<file path="src/rtl/fifo_unpacker.sv">
// Drains InWidth-bit words from fifo_generic and emits them as OutWidth-bit beats, LSB first.
// A 2-entry prefetch queue covers the FIFO's 1-cycle read latency so beats stream without bubbles.
module fifo_unpacker #(
  parameter int InWidth  = 32,
  parameter int OutWidth = 8
) (
  input  logic                clk,
  input  logic                i_rst_n,
  output logic                o_fifo_read,
  input  logic [InWidth-1:0]  i_fifo_read_data,
  input  logic                i_fifo_empty,
  output logic                o_valid,
  input  logic                i_ready,
  output logic [OutWidth-1:0] o_data,
  output logic                o_last,
  output logic                o_busy
);
  localparam int Ratio = InWidth / OutWidth;
  localparam int BW    = (Ratio > 1) ? $clog2(Ratio) : 1;

  generate
    if (InWidth % OutWidth != 0) begin : g_bad_ratio
      $error("fifo_unpacker: InWidth must be a multiple of OutWidth");
    end
  endgenerate

  logic [1:0]         r_occ;
  logic               r_inflight;
  logic [BW-1:0]      r_beat;
  logic               r_rd_ptr;
  logic               r_wr_ptr;
  logic [InWidth-1:0] r_q [2];

  logic               w_last_beat;
  logic               w_fire;
  logic               w_pop;
  logic [2:0]         w_occ_next;
  logic [InWidth-1:0] w_head;

  assign w_last_beat = (r_beat == BW'(Ratio - 1));
  assign o_valid     = (r_occ != 2'd0);
  assign w_fire      = o_valid && i_ready;
  assign w_pop       = w_fire && w_last_beat;
  assign w_occ_next  = {1'b0, r_occ} + {2'b0, r_inflight} - {2'b0, w_pop};
  // Only issue when the word will have a slot on arrival; reset gates the strobe directly.
  assign o_fifo_read = i_rst_n && !i_fifo_empty && (w_occ_next < 3'd2);
  assign o_last      = o_valid && w_last_beat;
  assign o_busy      = o_valid || r_inflight;
  assign w_head      = r_q[r_rd_ptr];

  generate
    if (Ratio == 1) begin : g_pass
      assign o_data = w_head;
    end else begin : g_slice
      logic [Ratio-1:0][OutWidth-1:0] w_slices;
      assign w_slices = w_head;
      assign o_data   = w_slices[r_beat];
    end
  endgenerate

  always_ff @(posedge clk or negedge i_rst_n) begin
    if (!i_rst_n) begin
      r_occ      <= 2'd0;
      r_inflight <= 1'b0;
      r_beat     <= '0;
      r_rd_ptr   <= 1'b0;
      r_wr_ptr   <= 1'b0;
    end else begin
      r_inflight <= o_fifo_read;
      r_occ      <= w_occ_next[1:0];
      if (r_inflight) r_wr_ptr <= ~r_wr_ptr;
      if (w_pop)      r_rd_ptr <= ~r_rd_ptr;
      if (w_fire)     r_beat   <= w_last_beat ? '0 : r_beat + 1'b1;
    end
  end

  // Queue payload needs no reset; occupancy alone says what is valid.
  always_ff @(posedge clk) begin
    if (r_inflight) r_q[r_wr_ptr] <= i_fifo_read_data;
  end
endmodule

</file>
<file path="config.mk">
export PLATFORM = sky130hd
export DESIGN_NAME = fifo_unpacker
export DESIGN_NICKNAME = d
export VERILOG_FILES = /design/src/rtl/fifo_unpacker.sv
export SDC_FILE = /design/constraint.sdc
export NUM_CORES = 1
export LEC_CHECK = 0
export BUFFER_PORTS_ARGS = -buffer_cell sky130_fd_sc_hd__buf_2
export CORE_MARGIN = 1.5
export CORE_UTILIZATION = 50
export DETAILED_ROUTE_END_ITERATION = 16
export PLACE_DENSITY = 0.76
export SLEW_MARGIN = 20
export SYNTH_ARGS = -nofsm -noshare
export SYNTH_HDL_FRONTEND = slang
export SYNTH_SLANG_ARGS = --single-unit
</file>
<file path="constraint.sdc">
create_clock -name clk -period 7.3 [get_ports clk]
set_input_delay 1.46 -clock clk [delete_from_list [all_inputs] [get_ports clk]]
set_output_delay 1.46 -clock clk [all_outputs]
set_load 0.01 [all_outputs]
</file>
==> summary.txt, run 1 <==
outcome -> finished clean
final hold slack -> 533 ps
number of antenna-violating nets in the routed design -> 0
Clock Path Buffers -> 2
final instance area -> 3340 sq um
Synth area leaders -> edfxtp_1 (68%), mux4_1 (15%), dfrtp_1 (6.2%), mux2_2 (4.0%), ha_1 (1.3%)
reg-to-reg startpoint -> r_beat[1]
largest area contributor in the netlist -> edfxtp_1
clock skew -> 6.27 ps
Initial Util -> 51.7%
Post-DP HPWL -> 2.86 mm
most used flip-flop cell after synthesis -> edfxtp_1
hold_buf cts -> 0
Worst-Skew Late Latency -> 350 ps
TritonCTS clock tree -> built
CTS Buf Count -> 9
critical path endpoint -> o_fifo_read
mapped cell area -> 2830 sq um
asr flop ratio synth -> 9.86%
grt met2 use -> 26.7%
Setup Viol. Count Final -> 0
setup TNS -> 0 ps
met3 usage -> 4.77%
pwr dens -> 370 nW/um^2
final hold violations -> 0
Wirelength per Cell -> 17.4 microns
layout cell share with drive strength beyond 1 -> 42.1%
Ant. Diodes -> 0
Slew Viols, Final -> 0
vias in the first global route -> 1384
hold_sp -> r_wr_ptr
Max Fclk -> 206 MHz
maximum vdd drop -> 0.209 mV
CTS Sinks -> 71
DP Area -> 3130 sq um
top-area cell type share of the netlist area -> 67.9%
Post-synth top cells -> edfxtp_1 (64), mux4_1 (16), mux2_2 (10), dfrtp_1 (7), inv_1 (5)
post_cts resized -> 0
first-pass GRT wire length -> 6.76 mm
synthesis-stage register bit count -> 71
final WL -> 4.43 mm
Seq/Total Area, Yosys -> 74.1%
crit path launch -> i_ready
largest net degree at the start of global routing -> 33
R2R Path End -> r_inflight
Worst-Margin Slew -> 889 ps
GRT busiest layer -> met2
clock transition at the registers of the reported paths -> 70 ps
Area Overhead vs Synth -> 18.0%
Syn. warnings -> 0
Critical Path AT -> 3390 ps
DRC Markers -> 0
reg-to-reg setup timing slack -> 4490 ps
DIE HEIGHT -> 78.3 microns
total chip power -> 1.24 mW
R2R depth -> 8
IO Port Bufs -> 47
Tmin final -> 4850 ps
Worst Path Required -> 5840 ps
Die X-Extent -> 78.3 microns
NumNets Final -> 218
Final period util -> 66.4%
Clock H-tree levels -> 3
CP Class -> in -> out
via count -> 1336
initial antenna violation count -> 0
die area -> 6120 sq um
grt ovf -> 0
syn nets -> 163
GR Layer Usage met1 -> 18.5%
initial DRC count -> 82
Fill cells -> 406
Core ar. -> 5470 sq um
Inst Count DP -> 239
Cell Count, Final, Fillers Out -> 255
CP Max Fanout -> 2
DR vias/cell -> 5.24
MaxCap Viol Count -> 0
Site Rows -> 27
# IOs -> 48
Critical Path Sink Type -> output port
Setup Buffers After CTS -> 0
RSZ-0062 raised after global routing -> false
EDFF count, synth -> 64
overall global routing resource usage -> 16.1%
Netlist cell types -> 21
DR pass1 iterations -> 4
syn avg cell area -> 23.0 sq um
leakage -> 1.26 nW
Post-Syn Instances -> 123
Max-slew headroom -> 40.8%
leading cell type by number of instances after synthesis -> edfxtp_1
GPL Wtd Cong -> 0.836
Hold Crit Class -> reg -> reg
CTS root buf -> clkbuf_8
CP startpoint kind -> input pin
## cell type report
cell class	instances	area [sq um]	area share [%]
multi-input combinational	42	674	20.2
inverter	5	18.8	0.562
clock inverter	7	87.6	2.62
sequential	71	2100	62.7
clock buffer	9	124	3.71
timing repair buffer	49	250	7.49
tap	72	90.1	2.70
## cells by family after synthesis
group	after synthesis	synth area share, %
fa+ha+maj	4	2.03
flops	71	74.1
compound gates	3	0.707
simple gates	6	1.24
buf+inv	10	2.21
xor+xnor	3	0.928
mux	26	18.8
## metal layers
layer  vias up  part of all wire, %  wire length [microns]
met5         -                    0                      0
li1        623                    -                      -
met2        41                   53                   2330
met3         9                  4.9                    217
met1       663                   40                   1780
met4         0                  2.3                    101
## through the flow
step                utilization (%)  worst slack [ps]
global route                   61.1              2300
detailed placement             57.2              2410
global placement               57.2              2630
finish                         61.1              2450
floorplan                         -              2730
CTS                            61.1              2390
## cells in the final DEF, fill, tap and decap left out
master      instances
nor2_1              1
xnor2_1             2
ha_1                3
or2_2               1
edfxtp_1           64
mux2_2             10
buf_2              47
inv_1               5
clkinvlp_4          1
mux4_1             16
or3_1               1
and2_1              1
buf_4               2
xor2_1              1
nor2_2              1
bufinv_16           2
o21ai_0             1
nor4b_1             1
o21a_1              1
clkbuf_8            9
dfrtp_1             7
o211ai_1            1
clkinv_2            4
fa_1                1
## report_power, final
| part | internal, mW | switching [mW] | total [mW] |
|---|---|---|---|
| combinational | 0.187 | 0.130 | 0.317 |
| clock | 0.190 | 0.139 | 0.329 |
| sequential | 0.513 | 0.0758 | 0.589 |
| total | 0.890 | 0.346 | 1.24 |
## state kept, by name, summed over array words and instances, names as in the netlist
register / count
r_q: 64
r_occ: 2
r_inflight: 1
r_rd_ptr: 1
r_beat: 2
r_wr_ptr: 1
## worst max-delay path: stages
cell	delay, ps
buf_2	100
o211ai_1	130
inv_1	90
ha_1	280
inv_1	40
ha_1	170
fa_1	380
xnor2_1	130
nor4b_1	390
buf_2	210
## how the worst min path moves through the flow
stage	end	slack, ps	cells after the start
after floorplan	r_wr_ptr	450	1
after global placement	r_wr_ptr	490	1
after detailed placement	r_wr_ptr	520	1
after CTS	r_wr_ptr	540	1
after global routing	r_wr_ptr	570	1
final	r_wr_ptr	530	1
Power figures use the tool's default switching activity.
==> run 2: changes to the inputs <==
==> constraint.sdc (replaced) <==
create_clock -name clk -period 4.8 [get_ports clk]
set_input_delay 0.96 -clock clk [delete_from_list [all_inputs] [get_ports clk]]
set_output_delay 0.96 -clock clk [all_outputs]
set_load 0.01 [all_outputs]
==> run 2 against run 1 <==
  * Clock power up 50%
  * Count of clock-buffer cells in the layout unchanged
  * Setup slack worse by 1800 ps
  * Critical endpoint unchanged
  * Sequential share of layout area unchanged
  * Combinational power up 51%
  * First-iteration DRC count down 2.4%
  * Via count up 1.9%
  * Design area unchanged
  * Non-clock buffer count unchanged
==> summary.txt, run 2 (synthesis gave the netlist of run 1 again) <==
Critical Path Sink Type -> output port (unchanged)
Inst Count DP -> 239 (unchanged)
# IOs -> 48 (unchanged)
Area Overhead vs Synth -> 18.0% (unchanged)
Core ar. -> 5470 sq um (unchanged)
leakage -> 1.25 nW (was 1.26 nW)
Final period util -> 86.4%
Die X-Extent -> 78.3 microns (unchanged)
Setup Buffers After CTS -> 0 (unchanged)
Post-DP HPWL -> 2.82 mm (was 2.86 mm)
grt ovf -> 0 (unchanged)
outcome -> finished clean (unchanged)
final core occ -> 61.1% (unchanged)
total chip power -> 1.87 mW (was 1.24 mW)
via count -> 1361 (was 1336)
Worst-Skew Late Latency -> 340 ps (was 350 ps)
number of flip-flops in the largest register -> 64 (unchanged)
DR pass1 iterations -> 4 (unchanged)
IO Port Bufs -> 47 (unchanged)
initial antenna violation count -> 0 (unchanged)
hold_buf cts -> 0 (unchanged)
initial DRC count -> 80 (was 82)
final hold slack -> 448 ps (was 533 ps)
number of antenna-violating nets in the routed design -> 0 (unchanged)
Initial Util -> 51.7% (unchanged)
GPL Wtd Cong -> 0.846 (was 0.836)
Site Rows -> 27 (unchanged)
Hold Crit Class -> in -> async (was reg -> reg)
overall global routing resource usage -> 15.2% (was 16.1%)
vias in the first global route -> 1374 (was 1384)
die area -> 6120 sq um (unchanged)
CP startpoint kind -> register (was input pin)
RSZ-0062 raised after global routing -> false (unchanged)
biggest regs -> r_q: 64 flops, r_beat: 2 flops, r_occ: 2 flops (unchanged)
NumNets Final -> 218 (unchanged)
TritonCTS clock tree -> built (unchanged)
clock transition at the registers of the reported paths -> 70 ps (about the same)
Tmin final -> 4140 ps
Worst-Margin Slew -> 848 ps (was 889 ps)
Critical Path AT -> 3180 ps (was 3390 ps)
setup TNS -> 0 ps (unchanged)
final worst slack -> 655 ps (was 2450 ps)
CTS Buf Count -> 9 (unchanged)
clock skew -> 3.83 ps (was 6.27 ps)
Placement Setup Slack -> 991 ps (was 2410 ps)
Worst Path Required -> 3840 ps (was 5840 ps)
Clock Path Buffers -> 2 (unchanged)
DP Area -> 3130 sq um (unchanged)
CTS root buf -> clkbuf_8 (unchanged)
layout cell share with drive strength beyond 1 -> 41.0% (was 42.1%)
DRC Markers -> 0 (unchanged)
CP Max Fanout -> 18 (was 2)
Max Fclk -> 241 MHz
Ant. Diodes -> 0 (unchanged)
Reg with most FFs -> r_q (unchanged)
DR vias/cell -> 5.34 (was 5.24)
MaxCap Viol Count -> 0 (unchanged)
Max-slew headroom -> 43.4% (was 40.8%)
Setup Viol. Count Final -> 0 (unchanged)
first-pass GRT wire length -> 6.52 mm (was 6.76 mm)
pwr dens -> 559 nW/um^2 (was 370 nW/um^2)
commonest non-fill, non-tap cells in the layout -> edfxtp_1 (64), buf_2 (47), mux4_1 (16), mux2_2 (10), clkbuf_8 (9) (unchanged)
Wirelength per Cell -> 16.7 microns (was 17.4 microns)
final WL -> 4.26 mm (was 4.43 mm)
final hold violations -> 0 (unchanged)
commonest non-fill, non-tap cell in the layout -> edfxtp_1 (unchanged)
largest net degree at the start of global routing -> 33 (unchanged)
CP Class -> reg -> out (was in -> out)
CTS Sinks -> 71 (unchanged)
Slew Viols, Final -> 0 (unchanged)
maximum vdd drop -> 0.292 mV (was 0.209 mV)
final instance area -> 3340 sq um (unchanged)
Cell Count, Final, Fillers Out -> 255 (unchanged)
Clock H-tree levels -> 3 (unchanged)
post_cts resized -> 0 (unchanged)
DIE HEIGHT -> 78.3 microns (unchanged)
-- run 2: path summary, 6_finish.rpt --
check                           cells after the start          end      start  slack [ps]
worst max register to register                      8   r_inflight  r_beat[1]        2020
worst min-delay path                                1   r_inflight    i_rst_n         450
max in group asynchronous                           1    r_beat[0]    i_rst_n        4190
worst min register to register                      1     r_wr_ptr   r_wr_ptr         510
worst max-delay path                                9  o_fifo_read  r_beat[1]         660
min in group clk                                    1     r_wr_ptr   r_wr_ptr         510
-- run 2: layout make-up --
class / instances / area (sq um)
inverter: 5 / 18.8
clock buffer: 9 / 124
multi-input combinational: 42 / 674
fill: 426 / 2130
clock inverter: 7 / 87.6
tap: 72 / 90.1
sequential: 71 / 2100
timing repair buffer: 49 / 250
-- run 2: report_power, final --
group	total (mW)	internal (mW)	switching [mW]	leakage [nW]
Clock	0.495	0.288	0.207	0.100
Combinational	0.478	0.284	0.195	0.486
Sequential	0.894	0.781	0.113	0.662
-- run 2: per-layer routing --
| layer | vias up | wire (microns) | share of wire, % | global-route usage [%] |
|---|---|---|---|---|
| li1 | 628 | - | - | - |
| met2 | 47 | 2180 | 51 | 25.0 |
| met1 | 675 | 1740 | 41 | 17.4 |
| met5 | - | 0 | 0 | 0 |
| met4 | 0 | 112 | 2.6 | 9.64 |
| met3 | 11 | 232 | 5.4 | 4.65 |
-- run 2: critical path, cell delays in order, from the launching register on --
cell and delay [ps]:
dfrtp_1 780, ha_1 330, o211ai_1 150, inv_1 90
ha_1 220, inv_1 60, ha_1 150, fa_1 430
nor4b_1 410, buf_2 210
==> run 3: changes to the inputs <==
--- a/config.mk
+++ b/config.mk
@@ -7,9 +7,9 @@
 export LEC_CHECK = 0
 export BUFFER_PORTS_ARGS = -buffer_cell sky130_fd_sc_hd__buf_2
 export CORE_MARGIN = 1.5
-export CORE_UTILIZATION = 50
+export CORE_UTILIZATION = 55
 export DETAILED_ROUTE_END_ITERATION = 16
-export PLACE_DENSITY = 0.76
+export PLACE_DENSITY = 0.82
 export SLEW_MARGIN = 20
 export SYNTH_ARGS = -nofsm -noshare
 export SYNTH_HDL_FRONTEND = slang
==> run 3 against run 2 <==
  * Routed wire length up 3.4%
  * Design area down 1.1%
  * Power down 3.1%
  * Clock power down 12%
  * Setup slack worse by 50 ps
  * Highest routed layer unchanged
  * Critical endpoint unchanged
  * Critical path depth unchanged
  * Non-clock buffer count unchanged
  * Maximum frequency down 1.2%
  * Clock skew up 2.8 ps
  * Largest power group unchanged
  * Register-to-register slack worse by 40 ps
==> summary.txt, run 3 (synthesis gave the netlist of run 1 again) <==
reg-to-reg setup timing slack -> 1980 ps (was 2020 ps)
Clock Power Share -> 24.2% (was 26.5%)
GR Layer Usage met1 -> 20.0% (was 17.4%)
biggest regs -> r_q: 64 flops, r_beat: 2 flops, r_occ: 2 flops (unchanged)
Site Rows -> 25 (was 27)
Hold Crit Class -> in -> async (unchanged)
RSZ-0062 raised after global routing -> false (unchanged)
Flop pwr share -> 49.6% (was 47.9%)
Area Overhead vs Synth -> 16.7% (was 18.0%)
Sw Ratio -> 28.1% (was 27.6%)
pwr dens -> 547 nW/um^2 (was 559 nW/um^2)
NumNets Final -> 218 (unchanged)
reg-to-reg startpoint -> r_beat[1] (unchanged)
CTS root buf -> clkbuf_8 (unchanged)
Wirelength per Cell -> 17.6 microns (was 16.7 microns)
Comb pwr share -> 26.2% (was 25.6%)
via count -> 1349 (was 1361)
Reg with most FFs -> r_q (unchanged)
grt ovf -> 0 (unchanged)
Tmin final -> 4190 ps (was 4140 ps)
die area -> 5590 sq um (was 6120 sq um)
first-pass GRT wire length -> 6.80 mm (was 6.52 mm)
Max-slew headroom -> 41.3% (was 43.4%)
Slew Viols, Final -> 0 (unchanged)
Worst-Skew Late Latency -> 340 ps (about the same)
CTS Sinks -> 71 (unchanged)
GPL Wtd Cong -> 0.658 (was 0.846)
Worst Path Required -> 3840 ps (about the same)
switching power -> 0.507 mW (was 0.515 mW)
maximum vdd drop -> 0.263 mV (was 0.292 mV)
CP Max Fanout -> 18 (unchanged)
post_cts resized -> 0 (unchanged)
Setup Buffers After CTS -> 0 (unchanged)
final WL -> 4.40 mm (was 4.26 mm)
largest net degree at the start of global routing -> 33 (unchanged)
Die X-Extent -> 74.8 microns (was 78.3 microns)
outcome -> finished clean (unchanged)
layout cell share with drive strength beyond 1 -> 40.4% (was 41.0%)
# IOs -> 48 (unchanged)
DIE HEIGHT -> 74.8 microns (was 78.3 microns)
GRT busiest layer -> met2 (unchanged)
leakage -> 1.24 nW (was 1.25 nW)
Core ar. -> 4850 sq um (was 5470 sq um)
R2R depth -> 8 (unchanged)
Worst-Margin Slew -> 880 ps (was 848 ps)
initial antenna violation count -> 0 (unchanged)
Post-DP HPWL -> 2.93 mm (was 2.82 mm)
Setup Viol. Count Final -> 0 (unchanged)
Critical Path AT -> 3230 ps (was 3180 ps)
Clock Path Buffers -> 2 (unchanged)
grt met2 use -> 31.1% (was 25.0%)
final hold violations -> 0 (unchanged)
final instance area -> 3300 sq um (was 3340 sq um)
Final period util -> 87.4% (was 86.4%)
number of flip-flops in the largest register -> 64 (unchanged)
clock transition at the registers of the reported paths -> 70 ps (about the same)
clock skew -> 6.60 ps (was 3.83 ps)
commonest non-fill, non-tap cells in the layout -> edfxtp_1 (64), buf_2 (47), mux4_1 (16), mux2_2 (10), clkbuf_8 (9) (unchanged)
vias in the first global route -> 1494 (was 1374)
setup TNS -> 0 ps (unchanged)
IO Port Bufs -> 47 (unchanged)
CP Class -> reg -> out (unchanged)
total chip power -> 1.81 mW (was 1.87 mW)
R2R Path End -> r_inflight (unchanged)
DRC Markers -> 0 (unchanged)
CTS Buf Count -> 9 (unchanged)
met3 usage -> 4.82% (was 4.65%)
DP Area -> 3120 sq um (was 3130 sq um)
MaxCap Viol Count -> 0 (unchanged)
Clock H-tree levels -> 3 (unchanged)
Critical Path Sink Type -> output port (unchanged)
CP startpoint kind -> register (unchanged)
Initial Util -> 58.4% (was 51.7%)
TritonCTS clock tree -> built (unchanged)
DR vias/cell -> 5.40 (was 5.34)
initial DRC count -> 81 (was 80)
Max Fclk -> 238 MHz (was 241 MHz)
DR pass1 iterations -> 4 (unchanged)
overall global routing resource usage -> 17.9% (was 15.2%)
Ant. Diodes -> 0 (unchanged)
commonest non-fill, non-tap cell in the layout -> edfxtp_1 (unchanged)
number of antenna-violating nets in the routed design -> 0 (unchanged)
hold_buf cts -> 0 (unchanged)
internal power -> 1.30 mW (was 1.35 mW)
-- run 3: through the flow --
stage	util, %	std cells	hold WS (ps)	worst slack (ps)
2_1_floorplan	-	123	454	1230
4_1_cts	68.2	250	441	607
5_1_grt	68.2	250	448	406
6_report	68.2	250	444	605
3_3_place_gp	64.4	234	489	1130
3_5_place_dp	64.4	234	505	925
-- run 3: routing by layer --
| metal | vias up | share of wire [%] |
|---|---|---|
| li1 | 622 | - |
| met1 | 687 | 39 |
| met2 | 32 | 54 |
| met3 | 8 | 4.5 |
| met4 | 0 | 2.1 |
| met5 | - | 0 |
-- run 3: how the worst max path moves through the flow --
stage,start,endpoint,slack (ps),cells past startpoint
finish,r_beat[1],o_fifo_read,610,9
global route,r_beat[1],o_fifo_read,410,9
CTS,r_beat[1],o_fifo_read,610,9
detailed placement,i_ready,o_fifo_read,920,10
global placement,i_ready,o_fifo_read,1130,10
floorplan,i_ready,o_fifo_read,1230,8
-- run 3: critical path: stages (launching register included) --
cell and delay [ps]:
dfrtp_1 790, ha_1 330, o211ai_1 150, inv_1 90, ha_1 230, inv_1 60
ha_1 150, fa_1 440, nor4b_1 430, buf_2 220
-- run 3: power groups by stage --
stage,registers [mW],logic [mW],clock network (mW)
global placement,0.901,0.467,0
finish,0.897,0.473,0.438
floorplan,0.824,0.427,0
CTS,0.901,0.484,0.446
detailed placement,0.913,0.482,0
global route,0.911,0.525,0.469
-- run 3: cell type report --
cell class,count,area (sq um)
inverters,5,18.8
clock buffers,11,131
clock inverters,5,48.8
multi-input cells,42,674
fillers,314,1540
well taps,67,83.8
repair buffers,49,250
flip-flops and latches,71,2100
